File: config.mk
export PLATFORM = sky130hd
export DESIGN_NAME = fir_tap_sequencer
export DESIGN_NICKNAME = d
export VERILOG_FILES = /design/src/rtl/fir_tap_sequencer.sv
export SDC_FILE = /design/constraint.sdc
export NUM_CORES = 1
export LEC_CHECK = 0
export BUFFER_PORTS_ARGS = -buffer_cell sky130_fd_sc_hd__buf_2
export CORE_ASPECT_RATIO = 0.8
export CORE_MARGIN = 1.5
export CORE_UTILIZATION = 50
export DETAILED_ROUTE_END_ITERATION = 12
export PLACE_DENSITY = 0.67
export SETUP_SLACK_MARGIN = 0.3
export SYNTH_ARGS = -nofsm -noshare
export SYNTH_HDL_FRONTEND = slang
export SYNTH_SLANG_ARGS = --single-unit
export TNS_END_PERCENT = 100
File: constraint.sdc
create_clock -name clk_i -period 30 [get_ports clk_i]
set_input_delay 7.5 -clock clk_i [delete_from_list [all_inputs] [get_ports clk_i]]
set_output_delay 7.5 -clock clk_i [all_outputs]
set_load 0.005 [all_outputs]
File: src/rtl/fir_tap_sequencer.sv
// Tap sequencer for the FIR MAC: captures one sample into a circular delay line,
// then streams taps_p (sample, coefficient) operand pairs flagged with first/last.
module fir_tap_sequencer #(
    parameter int width_p = 12,
    parameter int taps_p  = 16
) (
    input  logic                      clk_i,
    input  logic                      reset_i,
    input  logic [width_p-1:0]        data_i,
    input  logic                      valid_i,
    output logic                      ready_o,
    input  logic                      coef_we_i,
    input  logic [$clog2(taps_p)-1:0] coef_addr_i,
    input  logic [width_p-1:0]        coef_data_i,
    output logic                      busy_o,
    output logic [width_p-1:0]        sample_o,
    output logic [width_p-1:0]        coef_o,
    output logic                      first_o,
    output logic                      last_o,
    output logic                      valid_o,
    input  logic                      ready_i
);
    localparam int AddrW = $clog2(taps_p);
    localparam logic [AddrW-1:0] LastK = AddrW'(taps_p - 1);

    typedef enum logic {
        IDLE,
        RUN
    } state_e;

    state_e             state_q, state_d;
    logic [AddrW-1:0]   wrPtr_q, wrPtr_d;
    logic [AddrW-1:0]   k_q, k_d;
    logic [AddrW-1:0]   rdIdx;
    logic [width_p-1:0] delayLine_q [taps_p];
    logic [width_p-1:0] coef_q [taps_p];
    logic               sampleWe;
    logic               coefWe;
    logic               transfer;

    always_ff @(posedge clk_i or posedge reset_i) begin
        if (reset_i) begin
            state_q <= IDLE;
            wrPtr_q <= '0;
            k_q     <= '0;
        end else begin
            state_q <= state_d;
            wrPtr_q <= wrPtr_d;
            k_q     <= k_d;
        end
    end

    // Both arrays clear on reset so an abandoned sequence leaves no stale history.
    always_ff @(posedge clk_i or posedge reset_i) begin
        if (reset_i) begin
            for (int i = 0; i < taps_p; i++) begin
                delayLine_q[i] <= '0;
                coef_q[i]      <= '0;
            end
        end else begin
            if (sampleWe) begin
                delayLine_q[wrPtr_q] <= data_i;
            end
            if (coefWe) begin
                coef_q[coef_addr_i] <= coef_data_i;
            end
        end
    end

    always_comb begin
        state_d  = state_q;
        wrPtr_d  = wrPtr_q;
        k_d      = k_q;
        sampleWe = 1'b0;
        coefWe   = 1'b0;
        transfer = 1'b0;
        ready_o  = 1'b0;
        busy_o   = 1'b0;
        valid_o  = 1'b0;
        first_o  = 1'b0;
        last_o   = 1'b0;
        sample_o = '0;
        coef_o   = '0;
        rdIdx    = wrPtr_q - k_q;

        unique case (state_q)
            IDLE: begin
                ready_o = 1'b1;
                coefWe  = coef_we_i;
                if (valid_i) begin
                    sampleWe = 1'b1;
                    k_d      = '0;
                    state_d  = RUN;
                end
            end
            RUN: begin
                valid_o  = 1'b1;
                busy_o   = 1'b1;
                sample_o = delayLine_q[rdIdx];
                coef_o   = coef_q[k_q];
                first_o  = (k_q == '0);
                last_o   = (k_q == LastK);
                transfer = ready_i;
                // The write pointer only moves once the whole sequence has drained,
                // so every pair of the sequence indexes relative to the new sample.
                if (transfer) begin
                    if (k_q == LastK) begin
                        wrPtr_d = wrPtr_q + 1'b1;
                        k_d     = '0;
                        state_d = IDLE;
                    end else begin
                        k_d = k_q + 1'b1;
                    end
                end
            end
            default: state_d = IDLE;
        endcase
    end

endmodule

### After elaboration in Yosys (flattened, before gate mapping)

Index checks and enable logic that the tools add are counted.

| word-level totals | value |
|---|---|
| input bits | 33 |
| output and inout port bits | 29 |
| register bits | 393 |

| cells by class | value |
|---|---|
| mux-type cells | 28 |
| $lt $le $gt $ge | 6 |
| reduce and logical (&&, ||, !) cells | 5 |
| eq/ne operators | 3 |
| add/subtract/negate cells | 3 |
| bitwise operators | 5 |

Operators by type and width:

| kind | number |
|---|---|
| bitwise mux 192 bit | 2 |
| binary-select mux 12 bit (select 4 bit) | 2 |
| demux 12 bit (select 4 bit) | 2 |
| 2-to-1 mux 12 bit | 8 |
| greater-or-equal comparator 5 bit (second input constant) | 4 |
| NOT 4 -> 5 bit | 4 |
| 2-to-1 mux 4 bit | 3 |
| less-than comparator 5 x 1 -> 1 bit (second input constant) | 2 |
| 2-to-1 mux 1 bit | 9 |
| adder 4 x 1 -> 4 bit (second input constant) | 2 |
| case mux 4 bit (2 select lines) | 1 |
| == test 4 bit (second input constant) | 1 |
| logical NOT 4 bit | 1 |
| inequality test 2 bit (second input constant) | 2 |
| subtractor 4 bit | 1 |
| AND reduction 3 bit | 1 |
| logical AND 1 bit | 2 |
| case mux 1 bit (2 select lines) | 1 |
| AND reduction 2 bit | 1 |
| NOT 1 bit | 1 |

### Depth between registers and ports, before layout

Gate-level depths: netlist of run 1.

| logic depth | value |
|---|---|
| depth in word-level cells | 6 |
| mapped depth | 9 |
| gate-level depth less buffers | 7 |

### Least setup slack after synthesis of run 1

OpenSTA, ideal clock, no wires.

| path | value |
|---|---|
| path kind | register to output |
| from | register k_q[1] |
| to | output port sample_o[10] |
| slack | 20.165 ns |
| cell stages (with the launch flop) | 10 |
| required time | 22.500 ns |
| arrival | 2.335 ns |
| path through | dfrtp_1 -> buf_2 -> buf_4 -> inv_2 -> fa_1 -> clkbuf_1 -> buf_2 -> mux4_2 -> mux2i_1 -> o22ai_1 |

| on the way | value |
|---|---|
| longest elaborated chain between the ends | 6 |

Ends and longest elaborated chain:

| item | line | text |
|---|---|---|
| start, declared | 33 | `logic [AddrW-1:0] k_q, k_d;` |
| start signal, assigned | 49 | `k_q <= k_d;` |
| subtractor 4 bit | 84 | `rdIdx = wrPtr_q - k_q;` |
| NOT 4 -> 5 bit (implied by the code) | 99 | `sample_o = delayLine_q[rdIdx];` |
| binary-select mux 12 bit (select 4 bit) | 99 |  |
| 2-to-1 mux 12 bit (implied by the code) (2 in a row) | 99 |  |
| 2-to-1 mux 12 bit | 86 | `unique case (state_q)` |
| end, declared | 16 | `output logic [width_p-1:0] sample_o,` |

Every way passes these cells. The select of a mux whose other input is x is not followed.

### Worst setup path after layout of run 1

| path | value |
|---|---|
| from | register k_q[0] |
| to | output port sample_o[5] |

The elaborated chain is that of the path after synthesis.

==> results of run 1 <==
==> area by class of cell <==
cell class / count / area (um^2)
multi-input cells: 704 / 7940
repair buffers: 77 / 438
well taps: 480 / 601
clock inverters: 15 / 189
flip-flops and latches: 393 / 9840
inverters: 11 / 48.8
fillers: 2864 / 15700
clock buffers: 60 / 1270
==> kinds of logic after synthesis <==
kind of cell	Yosys count	share of synthesized area [%]
muxes	518	36.7
AOI/OAI and AO/OA	49	2.02
buffers and inverters	103	3.14
adders and majority gates	10	0.724
xor gates and xnor gates	6	0.328
and+or+nand+nor	121	3.35
DFF	393	53.7
==> per-layer routing <==
layer / global-route usage [%] / routed length, um / vias to the layer above
met5: 0 / 11 / -
met4: 5.44 / 733 / 2
met3: 3.71 / 1900 / 57
met2: 33.3 / 18500 / 220
met1: 34.8 / 19600 / 5579
li1: - / - / 4511
==> Yosys cell counts (2+ instances only) <==
library cell / instances / area [um^2]
dfrtp_1: 393 / 9830
mux2_2: 386 / 4350
mux4_2: 82 / 1850
nand2_1: 51 / 191
mux2i_1: 47 / 470
buf_2: 30 / 150
clkbuf_1: 30 / 113
buf_4: 22 / 165
nor2_1: 13 / 48.8
nor2_2: 13 / 81.3
o22ai_1: 12 / 75.1
nand4_1: 11 / 68.8
nand3_1: 10 / 50.1
a32oi_1: 9 / 78.8
buf_6: 9 / 101
ha_1: 9 / 113
inv_1: 9 / 33.8
o211ai_1: 9 / 67.6
nand2_2: 4 / 25.0
nor2b_1: 4 / 25.0
xnor2_1: 4 / 35.0
a22oi_1: 3 / 22.5
a2bb2oi_1: 3 / 26.3
and2_1: 3 / 18.8
nor3_1: 3 / 15.0
o211a_1: 3 / 30.0
o21ai_0: 3 / 15.0
inv_2: 2 / 7.51
mux4_1: 2 / 52.6
nand2b_1: 2 / 12.5
nor2b_4: 2 / 27.5
nor3b_2: 2 / 25.0
==> through the flow <==
step / worst slack [ns] / power (mW)
2_1_floorplan: 11.57 / 0.965
3_3_place_gp: 19.40 / 1.08
3_5_place_dp: 19.38 / 1.09
4_1_cts: 18.79 / 1.63
5_1_grt: 18.64 / 1.69
6_report: 18.85 / 1.62
==> power by group through the flow <==
stage	registers [mW]	clock network, mW	logic (mW)
floorplan	0.604	0	0.362
global placement	0.621	0	0.460
detailed placement	0.622	0	0.468
CTS	0.613	0.552	0.470
global route	0.620	0.572	0.497
finish	0.613	0.539	0.464
==> worst register-to-register path, cell delays in order (launching register included) <==
cell and delay (ns):
dfrtp_1 0.37, buf_4 0.20, nor2b_4 0.17, nand3_1 0.18
nor2_1 0.78, buf_4 0.34, mux2_2 0.36
==> flip-flops by register name (all words and copies together), names as in the netlist <==
signal / flops
coef_q: 192
k_q: 4
state_q: 1
wrPtr_q: 4
delayLine_q: 192
==> path summary, 6_finish.rpt <==
kind                                        startpoint                      endpoint  slack (ns)  depth (start not counted)
max in group asynchronous                      reset_i  delayLine_q[191]$_DFFE_PP0P_       21.08                          4
max reg2reg                          state_q$_DFF_PP0_         coef_q[7]$_DFFE_PP0P_       27.50                          6
min reg2reg                delayLine_q[60]$_DFFE_PP0P_   delayLine_q[60]$_DFFE_PP0P_        0.50                          1
min in group asynchronous                      reset_i   delayLine_q[65]$_DFFE_PP0P_        7.04                          2
min                        delayLine_q[60]$_DFFE_PP0P_   delayLine_q[60]$_DFFE_PP0P_        0.50                          1
max                                 k_q[0]$_DFFE_PP0P_                   sample_o[5]       18.85                          8
==> layout by cell type (no fill, tap or decap), types with 3 or more instances in the layout <==
cell type / n
and2_1: 3
a32oi_1: 9
clkinv_2: 7
mux4_2: 82
mux2_2: 386
nand4_1: 11
mux2i_1: 47
clkbuf_16: 43
buf_4: 15
xnor2_1: 4
nor2b_1: 3
nand2_2: 4
nor3_2: 3
o211a_1: 3
nand2_1: 51
o211ai_1: 9
nor2_2: 13
o22ai_1: 12
a2bb2oi_1: 3
bufinv_16: 4
clkbuf_8: 13
a22oi_1: 3
o21ai_0: 3
ha_1: 8
clkbuf_1: 4
nand3_1: 10
inv_1: 8
nor2_1: 13
buf_2: 61
dfrtp_1: 391
==> results.ini, run 1 <==
[setup_path]
arrival_ns=3.65
start_kind=flop
cp-end-kind=output pin
crit_type=flop to output pin
cp_slowest_cell=dfrtp_4
path_cells=ha_4 > inv_1 > fa_2 > buf_4 > mux4_2 > mux2i_1 > o22ai_1 > buf_2
cp_top_family=flip-flops
crit_required_ns=22.50
crit_buf_inv=3
cpPeakStageDelay_ns=0.83
path_max_fanout=48

[timing]
maxSlewHeadroom_pct=26.3
timing.setup.tns_ns=0
fin_crit_sh_pct=37.2
hold_viol=0
worst_hold_slack_ns=0.497
worst_pin_slew_ns=1.10
fin_skew_ns=0.0182
maxSlewViolCount=0
finalSetupViolCount=0
rsz0062_at_grt=no
fmax_mhz=89.7
finalCriticalPeriod_ns=11.15

[die]
die-area_um2=37800
initial_utilization_pct=50.9
fp-row-count=62
die_w_um=217
die_y_um=174
ios=62
core_um2=36000

[pwr]
power.density_cell_area_nw_per_um2=79.5
p_sw_mw=0.507
pwr-share-comb_pct=28.7
internal_power_mw=1.11
p_leak_nw=9.86
irDropWorstVdd_uv=96.7
switching_share_pct=31.4
power_frac_seq_pct=37.9
clockPowerShare_pct=33.4

[clock_network]
cts_tree=built
clk_pin_slew_ns=0.06
cts.htree.levels=2
clk_path_buf_depth=3
cts-resized-gates=0
cts_sinks=393
cts_setup_buffers=0
clkLatencyLatePin_ns=0.55
root_buffer=clkbuf_16
ctsHoldBuffers=0
cts_made_buffers=41

[run_status]
status=finished clean

[synthesis]
synthCells=1200
syn-num-nets=1243
syn_area_um2=18300
ys_seq_elements=393
synth_edf_count=0
yosys_warnings=0
ys_seq_area_share_pct=53.7
synth_area_per_cell_um2=15.3
ys_types=47
async_flop_share_pct=100
ys.flop_type=dfrtp_1

[layout]
layout.nets=1271
drive_gt1_share_pct=51.5
stdcell_count=1740
fin_util_pct=56.5
final_area_um2=20300
synthToLayoutAreaGrowth_pct=11.0
antenna_cells=0

[routing]
drtPass1Iterations=4
detail-route-antenna-nets=0
detail_route.wl_per_cell_um=23.4
vias_per_cell=5.96
via_count=10400
drc=0
drt_iter0_drc=578
routed_wl_um=40700

[placement]
port_buffers=61
dp_hpwl_um=24900
place_area_um2=18900
gpl.final_weighted_congestion=0.762
place_inst=1665

[global_route]
grt-ovfl-total=0
grt_usage_pct=22.5
grt_pass1_wl_um=65200
grt_pass1_vias=10700
grt_max_degree=193
antenna_found_initial=3

[run]
maxCapViolCount=0

[min_path]
min_path_type=flop to flop

Power figures use the tool's default switching activity.
==> inputs of run 2 (changes only) <==
- ABC_AREA: unset -> 1
- clock period: 30 -> 11.2 ns (I/O delays scaled with it)
==> run 2 against run 1 <==
Core utilization down 1.9 points; critical path depth up 6; area after synthesis up 5.2%; register-to-register slack worse by 19 ns; clock-buffer cell count up 7; combinational power rose to 5.5 times the previous value; largest cell class unchanged; highest routed layer is now met4.
==> results.ini, run 2 <==
[run_status]
status=finished clean

[routing]
detail-route-antenna-nets=0  ; unchanged
drc=0  ; unchanged
routed_wl_um=51500  ; +26%
met3_length_um=3950  ; +110%
drt_iter0_drc=1654  ; +190%
via_count=15800  ; +53%
vias_per_cell=5.34  ; -10%
drtPass1Iterations=6  ; +2
detail_route.wl_per_cell_um=17.4  ; -26%
wl_met2_um=22100  ; +20%
wl_met1_um=24200  ; +23%
top_layer=met4

[layout]
stdcell_count=2962  ; +70%
layout.nets=2480  ; +95%
final_area_um2=20800  ; +2.3%
final_common_cell=nand2_1
final_cell_mix=nand2_1, dfrtp_1, nand3_1
multi_input_area_um2=7820  ; -1.6%
antenna_cells=0  ; unchanged
regArea_um2=9840  ; unchanged
drive_gt1_share_pct=9.16  ; -42 points
synthToLayoutAreaGrowth_pct=8.01
fill_cells=3527  ; +23%
reg_top3=coef_q x192, delayLine_q x192

[synthesis]
synthTopCellsByCount=nand2_1, dfrtp_1, nand3_1
yosys_warnings=0  ; unchanged
syn-num-nets=2525  ; +100%
ys_types=27  ; -43%
synth_area_leaders=dfrtp_1, nand2_1, nand3_1, a21oi_1, inv_1
ys_seq_elements=393  ; unchanged
yosys.area.top_type=dfrtp_1
synth_edf_count=0  ; unchanged
synthCells=2482  ; +110%
ys.flop_type=dfrtp_1
async_flop_share_pct=100  ; unchanged
synth_top_area_share_pct=51.1  ; -2.6 points
ys_seq_area_share_pct=51.1  ; -2.6 points
synth_area_per_cell_um2=7.76  ; -49%
syn_area_um2=19300  ; +5.2%
yosysMostFrequentCell=nand2_1

[clock_network]
cts_setup_buffers=0  ; unchanged
cts_tree=built
cts_made_buffers=43  ; +4.9%
root_buffer=clkbuf_16
cts.htree.levels=2  ; unchanged
cts-resized-gates=0  ; unchanged
clk_path_buf_depth=3  ; unchanged
ctsHoldBuffers=0  ; unchanged
clk_pin_slew_ns=0.06  ; about the same
cts_sinks=393  ; unchanged
clkLatencyLatePin_ns=0.56  ; about the same

[die]
fp-row-count=64  ; +3.2%
core_um2=38100  ; +5.9%
initial_utilization_pct=50.5  ; -0.35 points
die_y_um=179  ; +2.5%
die-area_um2=39700  ; +5.1%
ios=62  ; unchanged
die_w_um=222  ; +2.5%

[timing]
timing.setup.tns_ns=0  ; unchanged
finalCriticalPeriod_ns=7.34
worst_pin_slew_ns=1.41  ; +0.301 ns
fin_crit_sh_pct=65.5
hold_viol=0  ; unchanged
maxSlewHeadroom_pct=5.95  ; -20 points
rsz0062_at_grt=no
fmax_mhz=136
finalSetupViolCount=0  ; unchanged
fin_skew_ns=0.0247  ; +0.00656 ns
maxSlewViolCount=0  ; unchanged

[setup_path]
arrival_ns=4.54  ; +0.89 ns
crit_type=flop to output pin
cp_slowest_cell=clkinv_1
crit_buf_inv=5  ; +2
cp-end-kind=output pin
path_cells=ha_4 > inv_1 > fa_2 > buf_4 > clkinv_1 > buf_4 > nand3_1 > nand2_1 > nand2_1 > nand2_1 > nand2_1 > nand2_1 > nor2_1 > buf_2
r2r_slack_ns=8.29  ; -19.21 ns
crit_required_ns=8.40  ; -14.10 ns
crit_start=k_q[0]$_DFFE_PP0P_
start_kind=flop
crit_top_cell=nand2_1
cpPeakStageDelay_ns=0.72  ; -0.11 ns
path_max_fanout=49  ; +2.1%
cp_top_family=buffers and inverters
reg2reg_from=k_q[0]$_DFFE_PP0P_

[placement]
port_buffers=61  ; unchanged
dp_hpwl_um=31000  ; +25%
place_inst=2887  ; +73%
place_area_um2=19400  ; +2.7%
gpl.final_weighted_congestion=0.864  ; +13%

[global_route]
grt-ovfl-total=0  ; unchanged
grt_usage_pct=26.6  ; +4.1 points
antenna_found_initial=0  ; -3
grt_pass1_vias=15000  ; +40%
grt_pass1_wl_um=83100  ; +27%
grt_max_degree=86  ; -55%

[min_path]
min_path_type=flop to flop
min-delay-start=coef_q[163]$_DFFE_PP0P_

[run]
maxCapViolCount=0  ; unchanged

[pwr]
p_leak_nw=10.2  ; +3.3%
power.density_cell_area_nw_per_um2=271  ; +240%
irDropWorstVdd_uv=216  ; +120%

[run 2: changes by cell type after synthesis, sizes merged, moves of 10 or more]
cell	previous run	this run
nand2	55	923
mux2	387	0
o21ai	3	245
nand3	10	202
a21oi	1	172
inv	11	176
nor2	26	182
mux4	84	0
mux2i	47	0
buf	62	103
clkbuf	30	65
o22ai	12	1
nand4	11	1
[run 2: cells by family after synthesis]
logic type | Yosys count | share of synthesized area, %
simple gates | 1312 | 28.1
compound gates | 418 | 11.5
flops | 393 | 51.1
buf+inv | 345 | 8.42
fa+ha+maj | 10 | 0.689
xor+xnor | 4 | 0.221
[run 2: worst paths after layout]
kind	cells after the start	endpoint
worst max-delay path	14	sample_o[7]
worst min-delay path	2	coef_q[163]$_DFFE_PP0P_
worst max register to register	6	wrPtr_q[3]$_DFFE_PP0P_
worst min register to register	2	coef_q[163]$_DFFE_PP0P_
max in group asynchronous	4	k_q[0]$_DFFE_PP0P_
min in group asynchronous	2	coef_q[97]$_DFFE_PP0P_
[run 2: worst reg2reg max path, cell delays in order, from the launching register on]
cell	delay, ns
dfrtp_4	0.68
buf_4	0.77
ha_1	0.33
nand3_1	0.16
nor2_1	0.47
nand4_1	0.18
xor2_1	0.18
[run 2: report_power, final]
part	switching [mW]	internal, mW
logic	1.77	0.767
clock network	0.577	0.848
registers	0.107	1.56
total	2.46	3.17
[run 2: final cells by class]
class	instances	share of cell area [%]
clock inverter	8	0.535
inverter	177	3.24
tap	495	2.98
multi-input combinational	1744	37.6
sequential	393	47.3
clock buffer	67	6.29
timing repair buffer	78	2.08
[run 2: layer usage]
layer | GRT usage [%] | up-vias
met1 | 39.2 | 7437
met4 | 7.60 | 0
met3 | 4.97 | 93
met2 | 40.0 | 562
met5 | 0 | -
li1 | - | 7725
[run 2: metrics by stage]
stage               power (mW)  utilization (%)  hold WS [ns]  setup WS, ns
floorplan                 3.38                -         0.453          3.11
global placement          4.15             50.8         0.465          4.64
detailed placement        4.19             50.8         0.469          4.52
CTS                       5.62             54.6         0.483          3.92
global route              6.03             54.6         0.499          3.61
finish                    5.63             54.6         0.484          3.86
==> inputs of run 3 (changes only) <==
- PLACE_DENSITY: 0.67 -> 0.7
- clock period: 11.2 -> 6.2 ns (I/O delays scaled with it)
==> run 3 against run 2 <==
Sequential power increased by 83%; sequential share of layout area decreased by 0.21 points; hold slack got worse by 0.0034 ns; via count increased by 1.8%; wire length decreased by 0.27%; core utilization increased by 0.25 points; global-route usage decreased by 0.49 points; largest cell class unchanged; highest routed layer unchanged; critical path type unchanged.
==> results.ini, run 3 (same netlist as run 2, synthesis figures left out) <==
[run_status]
status=finished clean

[layout]
drive_gt1_share_pct=9.32  ; +0.15 points
layout.nets=2479  ; -0.040%
final_area_um2=20900  ; +0.46%
multi_input_area_um2=7820  ; unchanged
fin_util_pct=54.8  ; +0.25 points
synthToLayoutAreaGrowth_pct=8.51
reg_top3=coef_q x192, delayLine_q x192
final_common_cell=nand2_1
antenna_cells=0  ; unchanged
final_cell_mix=nand2_1, dfrtp_1, nand3_1
regArea_um2=9840  ; about the same
fill_cells=3461  ; -1.9%

[routing]
vias_per_cell=5.43  ; +1.7%
detail-route-antenna-nets=0  ; unchanged
routed_wl_um=51400  ; -0.27%
drtPass1Iterations=5  ; -1
detail_route.wl_per_cell_um=17.3  ; -0.33%
drc=0  ; unchanged
drt_iter0_drc=1977  ; +20%
via_count=16100  ; +1.8%

[clock_network]
root_buffer=clkbuf_16
cts_sinks=393  ; unchanged
cts_setup_buffers=0  ; unchanged
clkLatencyLatePin_ns=0.54  ; -0.02 ns
cts.htree.levels=2  ; unchanged
clk_path_buf_depth=3  ; unchanged
cts_tree=built
clk_pin_slew_ns=0.06  ; about the same
cts_made_buffers=42  ; -2.3%

[setup_path]
cp-end-kind=output pin
crit_required_ns=4.65  ; -3.75 ns
path_max_fanout=45  ; -8.2%
arrival_ns=4.00  ; -0.54 ns
start_kind=flop
crit_type=flop to output pin

[global_route]
grt_pass1_wl_um=82300  ; -0.95%
met2_usage_pct=37.7  ; -2.4 points
grt-ovfl-total=0  ; unchanged
grtUsageMet1_pct=39.9  ; +0.69 points
antenna_found_initial=0  ; unchanged
top_usage_layer=met1
grt_usage_pct=26.1  ; -0.49 points
grt_use_met3_pct=4.83  ; -0.15 points
grt_pass1_vias=15000  ; -0.33%
grt_max_degree=138  ; +60%

[placement]
gpl.final_weighted_congestion=0.865  ; +0.15%
dp_hpwl_um=32100  ; +3.5%
place_area_um2=19400  ; +0.19%
port_buffers=61  ; unchanged

[die]
ios=62  ; unchanged
fp-row-count=64  ; unchanged
die_y_um=179  ; unchanged
die_w_um=222  ; unchanged
die-area_um2=39700  ; unchanged
initial_utilization_pct=50.5  ; unchanged
core_um2=38100  ; unchanged

[timing]
hold_viol=0  ; unchanged
rsz0062_at_grt=no
finalCriticalPeriod_ns=5.55
maxSlewViolCount=0  ; unchanged
maxSlewHeadroom_pct=21.9  ; +16 points
fmax_mhz=180
fin_skew_ns=0.0110  ; -0.0137 ns
fin_crit_sh_pct=89.4
finalSetupViolCount=0  ; unchanged
worst_pin_slew_ns=1.17  ; -0.238 ns

[pwr]
switching_share_pct=43.0  ; -0.66 points
p_leak_nw=10.2  ; +0.31%
internal_power_mw=5.85  ; +84%
power_frac_seq_pct=29.6  ; about the same
p_sw_mw=4.41  ; +80%
power.density_cell_area_nw_per_um2=491  ; +81%
irDropWorstVdd_uv=450  ; +110%
clockPowerShare_pct=25.9  ; +0.6 points
pwr-share-comb_pct=44.5  ; -0.6 points

[min_path]
min_path_type=flop to flop

[run]
maxCapViolCount=0  ; unchanged

run 3: changes by cell type in the layout (fill, tap and decap cells not counted), moves of 2 or more:
cell        previous run  this run
buf_12                 0         3
clkinvlp_4             1         3
clkinv_2               3         5
buf_4                 17        14
bufinv_16              2         4
run 3: power groups by stage:
stage                     registers, mW  logic, mW  clock network [mW]
after detailed placement           3.08       4.46                   0
after CTS                          3.04       4.48                2.69
after global routing               3.07       5.04                2.79
after floorplan                    2.96       3.15                   0
final                              3.04       4.56                2.66
after global placement             3.07       4.43                   0
run 3: critical path, cell delays in order (launching register included):
cell and delay [ns]:
dfrtp_4 0.75, ha_4 0.19, inv_1 0.05, fa_2 0.54, clkinv_1 0.68, buf_12 0.45
nand3_1 0.10, nand2_1 0.07, nand2_1 0.06, nand2_1 0.07, nand2_1 0.06, nand2_1 0.06
nor2_1 0.19, buf_2 0.16
run 3: worst paths after layout:
path / slack [ns] / to / from / depth (start not counted)
max: 0.65 / sample_o[10] / k_q[0]$_DFFE_PP0P_ / 13
min: 0.48 / coef_q[169]$_DFFE_PP0P_ / coef_q[169]$_DFFE_PP0P_ / 2
max reg2reg: 3.77 / wrPtr_q[3]$_DFFE_PP0P_ / k_q[1]$_DFFE_PP0P_ / 6
min reg2reg: 0.48 / coef_q[169]$_DFFE_PP0P_ / coef_q[169]$_DFFE_PP0P_ / 2
max in group asynchronous: 4.01 / delayLine_q[109]$_DFFE_PP0P_ / reset_i / 3
min in group asynchronous: 1.06 / delayLine_q[12]$_DFFE_PP0P_ / reset_i / 2
run 3: metal layers:
metal,part of all wire (%),vias to the layer above
li1,-,7730
met5,0,-
met3,8.4,83
met4,2.2,0
met2,42,599
met1,47,7684
run 3: area by class of cell:
| class | instances | area share, % |
|---|---|---|
| flip-flops and latches | 393 | 47.1 |
| inverters | 177 | 3.24 |
| repair buffers | 78 | 2.25 |
| multi-input cells | 1744 | 37.4 |
| clock inverters | 10 | 0.731 |
| clock buffers | 67 | 6.31 |
| well taps | 495 | 2.96 |
run 3: stage by stage:
step	setup TNS, ns	total power [mW]	setup WS (ns)	std cells	hold slack (ns)
2_1_floorplan	-250.68	6.11	-0.638	2482	0.453
3_3_place_gp	0	7.50	1.20	2887	0.465
3_5_place_dp	0	7.54	1.23	2887	0.469
4_1_cts	0	10.2	0.624	2964	0.483
5_1_grt	0	10.9	0.453	2964	0.500
6_report	0	10.3	0.655	2964	0.480
run 3: what timing repair did:
action | CTS | global route
gates resized for setup | 0 | 2
hold buffers | 0 | 0
setup endpoints to repair | 0 | 1
